`src/rtl/nios_system_cam_pio_in.sv`:
```
// Avalon-MM input port for camera status lines: synchronised live value,
// per-bit edge capture (W1C), maskable level interrupt and a snapshot register.
module nios_system_cam_pio_in #(
    parameter int WIDTH       = 15,
    parameter int SYNC_STAGES = 2,
    parameter int EDGE_TYPE   = 0
) (
    input  logic             clk,
    input  logic             reset,
    input  logic [1:0]       address,
    input  logic             chipselect,
    input  logic             write_n,
    input  logic [31:0]      writedata,
    input  logic [WIDTH-1:0] in_port,
    output logic [31:0]      readdata,
    output logic             irq
);

    localparam int              PW         = $clog2(SYNC_STAGES + 2);
    localparam logic [PW-1:0]   PRIME_LOAD = PW'(SYNC_STAGES + 1);

    logic [WIDTH-1:0] sync_p [SYNC_STAGES];
    logic [WIDTH-1:0] data;
    logic [WIDTH-1:0] prev;
    logic [WIDTH-1:0] irq_mask;
    logic [WIDTH-1:0] edge_cap;
    logic [WIDTH-1:0] snapshot;
    logic [WIDTH-1:0] evt;
    logic [WIDTH-1:0] clr;
    logic [PW-1:0]    prime_cnt;
    logic [31:0]      rd_next;
    logic             wr;
    logic             unused_wdata;

    function automatic logic [31:0] zext(input logic [WIDTH-1:0] v);
        return 32'(v);
    endfunction

    assign data         = sync_p[SYNC_STAGES-1];
    assign wr           = chipselect & ~write_n;
    assign unused_wdata = ^writedata;

    // Edge events are suppressed until the synchroniser and prev have settled
    // after reset, so lines held high through reset do not look like edges.
    always_comb begin
        evt = '0;
        case (EDGE_TYPE)
            0:       evt = data & ~prev;
            1:       evt = ~data & prev;
            default: evt = data ^ prev;
        endcase
        if (prime_cnt != '0) evt = '0;
    end

    always_comb begin
        clr = '0;
        if (wr && address == 2'd2) clr = writedata[WIDTH-1:0];
    end

    always_comb begin
        rd_next = '0;
        case (address)
            2'd0: rd_next = zext(data);
            2'd1: rd_next = zext(irq_mask);
            2'd2: rd_next = zext(edge_cap);
            2'd3: rd_next = zext(snapshot);
        endcase
    end

    always_ff @(posedge clk) begin
        if (reset) begin
            for (int i = 0; i < SYNC_STAGES; i++) sync_p[i] <= '0;
            prev      <= '0;
            irq_mask  <= '0;
            edge_cap  <= '0;
            snapshot  <= '0;
            prime_cnt <= PRIME_LOAD;
            readdata  <= '0;
            irq       <= 1'b0;
        end else begin
            sync_p[0] <= in_port;
            for (int i = 1; i < SYNC_STAGES; i++) sync_p[i] <= sync_p[i-1];
            prev <= data;
            if (prime_cnt != '0) prime_cnt <= prime_cnt - PW'(1);
            // A new event wins over a same-cycle clear.
            edge_cap <= (edge_cap & ~clr) | evt;
            if (wr && address == 2'd1) irq_mask <= writedata[WIDTH-1:0];
            if (wr && address == 2'd3) snapshot <= data;
            irq      <= |(edge_cap & irq_mask);
            readdata <= rd_next;
        end
    end

endmodule
```
`config.mk`:
```
export PLATFORM = sky130hd
export DESIGN_NAME = nios_system_cam_pio_in
export DESIGN_NICKNAME = d
export VERILOG_FILES = /design/src/rtl/nios_system_cam_pio_in.sv
export SDC_FILE = /design/constraint.sdc
export NUM_CORES = 1
export LEC_CHECK = 0
export BUFFER_PORTS_ARGS = -buffer_cell sky130_fd_sc_hd__buf_2
export CAP_MARGIN = 20
export CELL_PAD_IN_SITES_DETAIL_PLACEMENT = 1
export CELL_PAD_IN_SITES_GLOBAL_PLACEMENT = 2
export CORE_UTILIZATION = 33
export CTS_CLUSTER_SIZE = 24
export DETAILED_ROUTE_END_ITERATION = 10
export GPL_TIMING_DRIVEN = 0
export PLACE_DENSITY_LB_ADDON = 0.1
export RECOVER_POWER = 25
export SYNTH_ARGS = -nofsm -noshare
export SYNTH_HDL_FRONTEND = slang
export SYNTH_SLANG_ARGS = --single-unit
```
`constraint.sdc`:
```
create_clock -name clk -period 1.6 [get_ports clk]
set_input_delay 0.24 -clock clk [delete_from_list [all_inputs] [get_ports clk]]
set_output_delay 0.24 -clock clk [all_outputs]
set_load 0.02 [all_outputs]
```
# Word-level counts from Yosys, hierarchy flattened
# Memory sizes are Yosys's and may differ from the RTL's.
# Index checks and enable logic that the tools add are counted.
[classes] n_eq_ne=3 bitwise_logic=10 muxes=8 n_reduce_logical=6 n_addsub=1
[ops] op="case mux 32 bit (4 select lines)" count=1
[ops] op="2-to-1 mux 15 bit" count=4
[ops] op="bitwise AND 15 bit" count=3
[ops] op="inverter 15 bit" count=2
[ops] op="bitwise OR 15 bit" count=1
[ops] op="OR reduction 15 bit" count=1
[ops] op="equality test 2 bit (second input constant)" count=2
[ops] op="logical AND 1 bit" count=3
[ops] op="2-to-1 mux 1 bit" count=3
[ops] op="equality test 2 x 1 -> 1 bit (second input constant)" count=1
[ops] op="zero test 2 bit" count=1
[ops] op="bitwise OR 1 bit" count=2
[ops] op="nonzero test 2 bit" count=1
[ops] op="subtractor 2 x 1 -> 2 bit (second input constant)" count=1
[ops] op="bitwise AND 1 bit" count=1
[ops] op="inverter 1 bit" count=1
[word_totals] memories=1 register_bits=95 wordCells=36 inputBits=53 out_inout_bits=33 mem_bits_rw=30
[mem_list] name="sync_p" words=2 width=15 rd=2 rd_ports_with_merged_regs=0 wr=2 line_no="22" text="logic [WIDTH-1:0] sync_p [SYNC_STAGES];"

# Longest topological paths before layout
[depth] ltp_word=7 depth_mapped=6 depth_no_buf=4

# Worst setup path before layout
# Ideal clock, no wire load.
[synth_path] path_kind="input port to flip-flop" from="in address[1]" to="reg readdata[10]" setup_slack_ns=0.327 setup_time_ns=0.128 path_stages=4 path_buffers=2 arrival_time_ns=1.145 cell_sequence="buf_6 > buf_6 > mux4_2 > nor2b_1"
[synth_between] elab_chain_len=2 word_cells_on_any_way=5 classes_between="eq/ne: 3; mux: 1; reduce/logical: 1"
[synth_rtl] element="start: declaration" line_no="10" text="input logic [1:0] address,"
[synth_rtl] element="equality test 2 bit (tied with other cells)" line_no="62" text="case (address)"
[synth_rtl] element="case mux 32 bit (4 select lines) (*)" line_no="62"
[synth_rtl] element="end signal: assignment" line_no="90" text="readdata <= rd_next;"
[synth_rtl] element="end: declaration" line_no="15" text="output logic [31:0] readdata,"
# Every way passes the cells marked *; elsewhere a longest branch is shown, timed or not. The select of a mux whose other input is x is not followed.
# A chain may end at the register's enable or synchronous reset.

# Worst setup path after layout
[layout_path] from="reg prime_cnt[0]" to="reg prime_cnt[1]"
[layout_between] elab_chain_len=1 word_cells_on_any_way=2 classes_between="add/sub: 1; reduce/logical: 1"
[layout_rtl] element="start: declaration" line_no="30" text="logic [PW-1:0] prime_cnt;"
[layout_rtl] element="start signal: assignment" line_no="84" text="if (prime_cnt != '0) prime_cnt <= prime_cnt - PW'(1);"
[layout_rtl] element="subtractor 2 x 1 -> 2 bit / nonzero test 2 bit (equally long branches)" line_no="84"
# Several ways; a longest one is shown, not always the timed one.

==> results.toml <==
[setup_path]
crit_type = "reg2reg"
start_kind = "register"
arrival_ns = 1.61
critical_path_peak_fanout = 17
crit_required_ns = 1.85
endpoint_kind = "register"
r2r_cells = 5

[grt]
antenna_found_initial = 0
grt_pass1_wl_microns = 16500
grt_max_degree = 19
overflow = 0
first_global_vias = 2981
globalRouteTotalUtil = 0.178

[synthesis]
ys_seq_area_frac = 0.537
yosys.cell_count.top_type = "dfxtp_1"
syn_area_sq_mm = 0.00403
async_flop_share = 0
yosysUniqueCellTypes = 30
synth_edf_count = 0
synth_top_area_share = 0.537
yosys_warnings = 0
synthTopCellsByCount = "dfxtp_1 (108), nand2_1 (60), nor2b_1 (60)"
syn_inst = 396
yosys.area.top_type = "dfxtp_1"
synth-main-ff-cell = "dfxtp_1"
synth_area_leaders = "dfxtp_1 (54%), nor2b_1 (9.3%), mux4_2 (8.4%)"
ys_seq_elements = 108
postSynthAreaPerCell_sq_um = 10.2

[route]
drtIter0Drc = 118
post_drt_wl_per_cell_microns = 16.6
drc_errors = 0
drt-total-wl_microns = 10300
vias_per_cell = 4.65
vias = 2883
postRouteAntennaNets = 0
drtPass1Iterations = 4

[die]
dieHeight_microns = 112
start_util = 0.345
die-area_sq_mm = 0.0126
io-pin-count = 86
die_x_microns = 112
row_count = 39
core_sq_mm = 0.0117

[layout]
insertedDiodeCount = 0
drive_gt1_frac = 0.237
final_util = 0.410
design_area_sq_mm = 0.00479
synthToLayoutAreaGrowth_pct = 18.9
nets = 526

[run]
cap_violations = 0

[clock_tree]
postCtsSetupBuffers = 0
cts_tree = "built"
cts_buffers = 9
root_buffer = "clkbuf_16"
cts_resized = 0
cts_hold_buffers = 0
cts_buffer_depth = 2
clk_latency_ns = 0.35
cts.sinks = 108
htree_levels = 3
clk_pin_slew_ns = 0.07

[placement]
place_area_sq_mm = 0.00452
dp_hpwl_microns = 7360
io_buffers = 50
routabilityCongestion = 0.782

[min_path]
hold_path.class = "in2reg"
hold_depth = 2

[outcome]
outcome = "finished clean"

[timing]
tightest_slew_ns = 0.668
finalCritPeriodShare = 0.850
hold_viol_final = 0
slew_violations = 0
rsz0062_at_grt = "false"
max_slew_margin = 0.555
setup_viol = 0
maxClockFrequency_mhz = 735
fin_crit_ns = 1.36
skew_ns = 0.00836

[power_and_ir_drop]
ir_drop_uv = 562
power_density_mw_per_mm2 = 1110
leakage_nw = 1.94
[path summary, 6_finish.rpt]
| path | start | end | slack, ns |
|---|---|---|---|
| worst max register to register | prime_cnt[0] | prime_cnt[1] | 0.24 |
| worst min-delay path | in_port[11] | sync_p[0][11] | 0.09 |
| worst min register to register | sync_p[0][3] | sync_p[0][18] | 0.44 |
| worst max-delay path | prime_cnt[0] | prime_cnt[1] | 0.24 |
[stage by stage]
stage          instances  power [mW]  hold WS (ns)  setup TNS, ns  setup slack [ns]
5_1_grt              620        5.54        0.0935              0             0.140
3_5_place_dp         605        3.31         0.424         -0.917           -0.0878
4_1_cts              620        5.40        0.0816              0             0.219
3_3_place_gp         605        3.30         0.419         -0.267           -0.0492
6_report             620        5.33        0.0914              0             0.240
2_1_floorplan        412        3.15         0.368              0             0.327
[power breakdown]
part / internal [mW] / switching [mW]
logic: 0.179 / 0.244
registers: 2.77 / 0.0460
clock network: 1.06 / 1.03
total: 4.01 / 1.32
[cell usage in the layout, fill, tap and decap left out, types with 2 or more instances in the layout]
cell type and count:
inv_6 2, a21oi_1 45, a221oi_1 2, clkbuf_1 10, clkinv_4 2, buf_2 57
conb_1 17, buf_6 2, o21ai_1 15, nor2b_1 60, a22o_1 2, mux4_2 15
dfxtp_1 108, nand2_1 60, buf_4 20, inv_1 17, nand3b_1 15, clkbuf_16 9
a22oi_1 2, clkinv_2 3
[per-layer routing]
layer,global-route usage,share of wire
met5,0,0
met4,0.0560,0.013
met3,0.0427,0.048
met2,0.292,0.46
met1,0.232,0.48
[logic make-up (layout without fill, tap and decap cells)]
logic type,after synthesis,after routing,share of synthesized area
muxes,16,16,0.0864
xor gates and xnor gates,1,1,0.00218
AOI/OAI and AO/OA,68,68,0.0911
other,1,17,0.000931
adders and majority gates,1,1,0.00311
buffers and inverters,58,123,0.0786
DFF,108,108,0.537
and+or+nand+nor,143,143,0.201
[flip-flops by register name, indices dropped and copies added (netlist names)]
name       cells
sync_p        30
readdata      15
snapshot      15
prime_cnt      2
edge_cap      15
irq            1
irq_mask      15
prev          15
[final cells by class]
cell class                 instances  area, sq um
buffer                            40          249
clock inverter                     7         50.0
timing repair buffer              50          250
sequential                       108         2160
multi-input combinational        246         1610
fill                            1333         6880
clock buffer                       9          225
tap                              143          179
inverter                          17         63.8
[critical path, cell delays in order (launching register included)]
cell	delay [ns]
dfxtp_1	0.33
inv_1	0.06
ha_1	0.13
buf_2	0.40
mux2i_1	0.13
or2_1	0.21
Note: power is estimated with default switching activity, not from simulation.
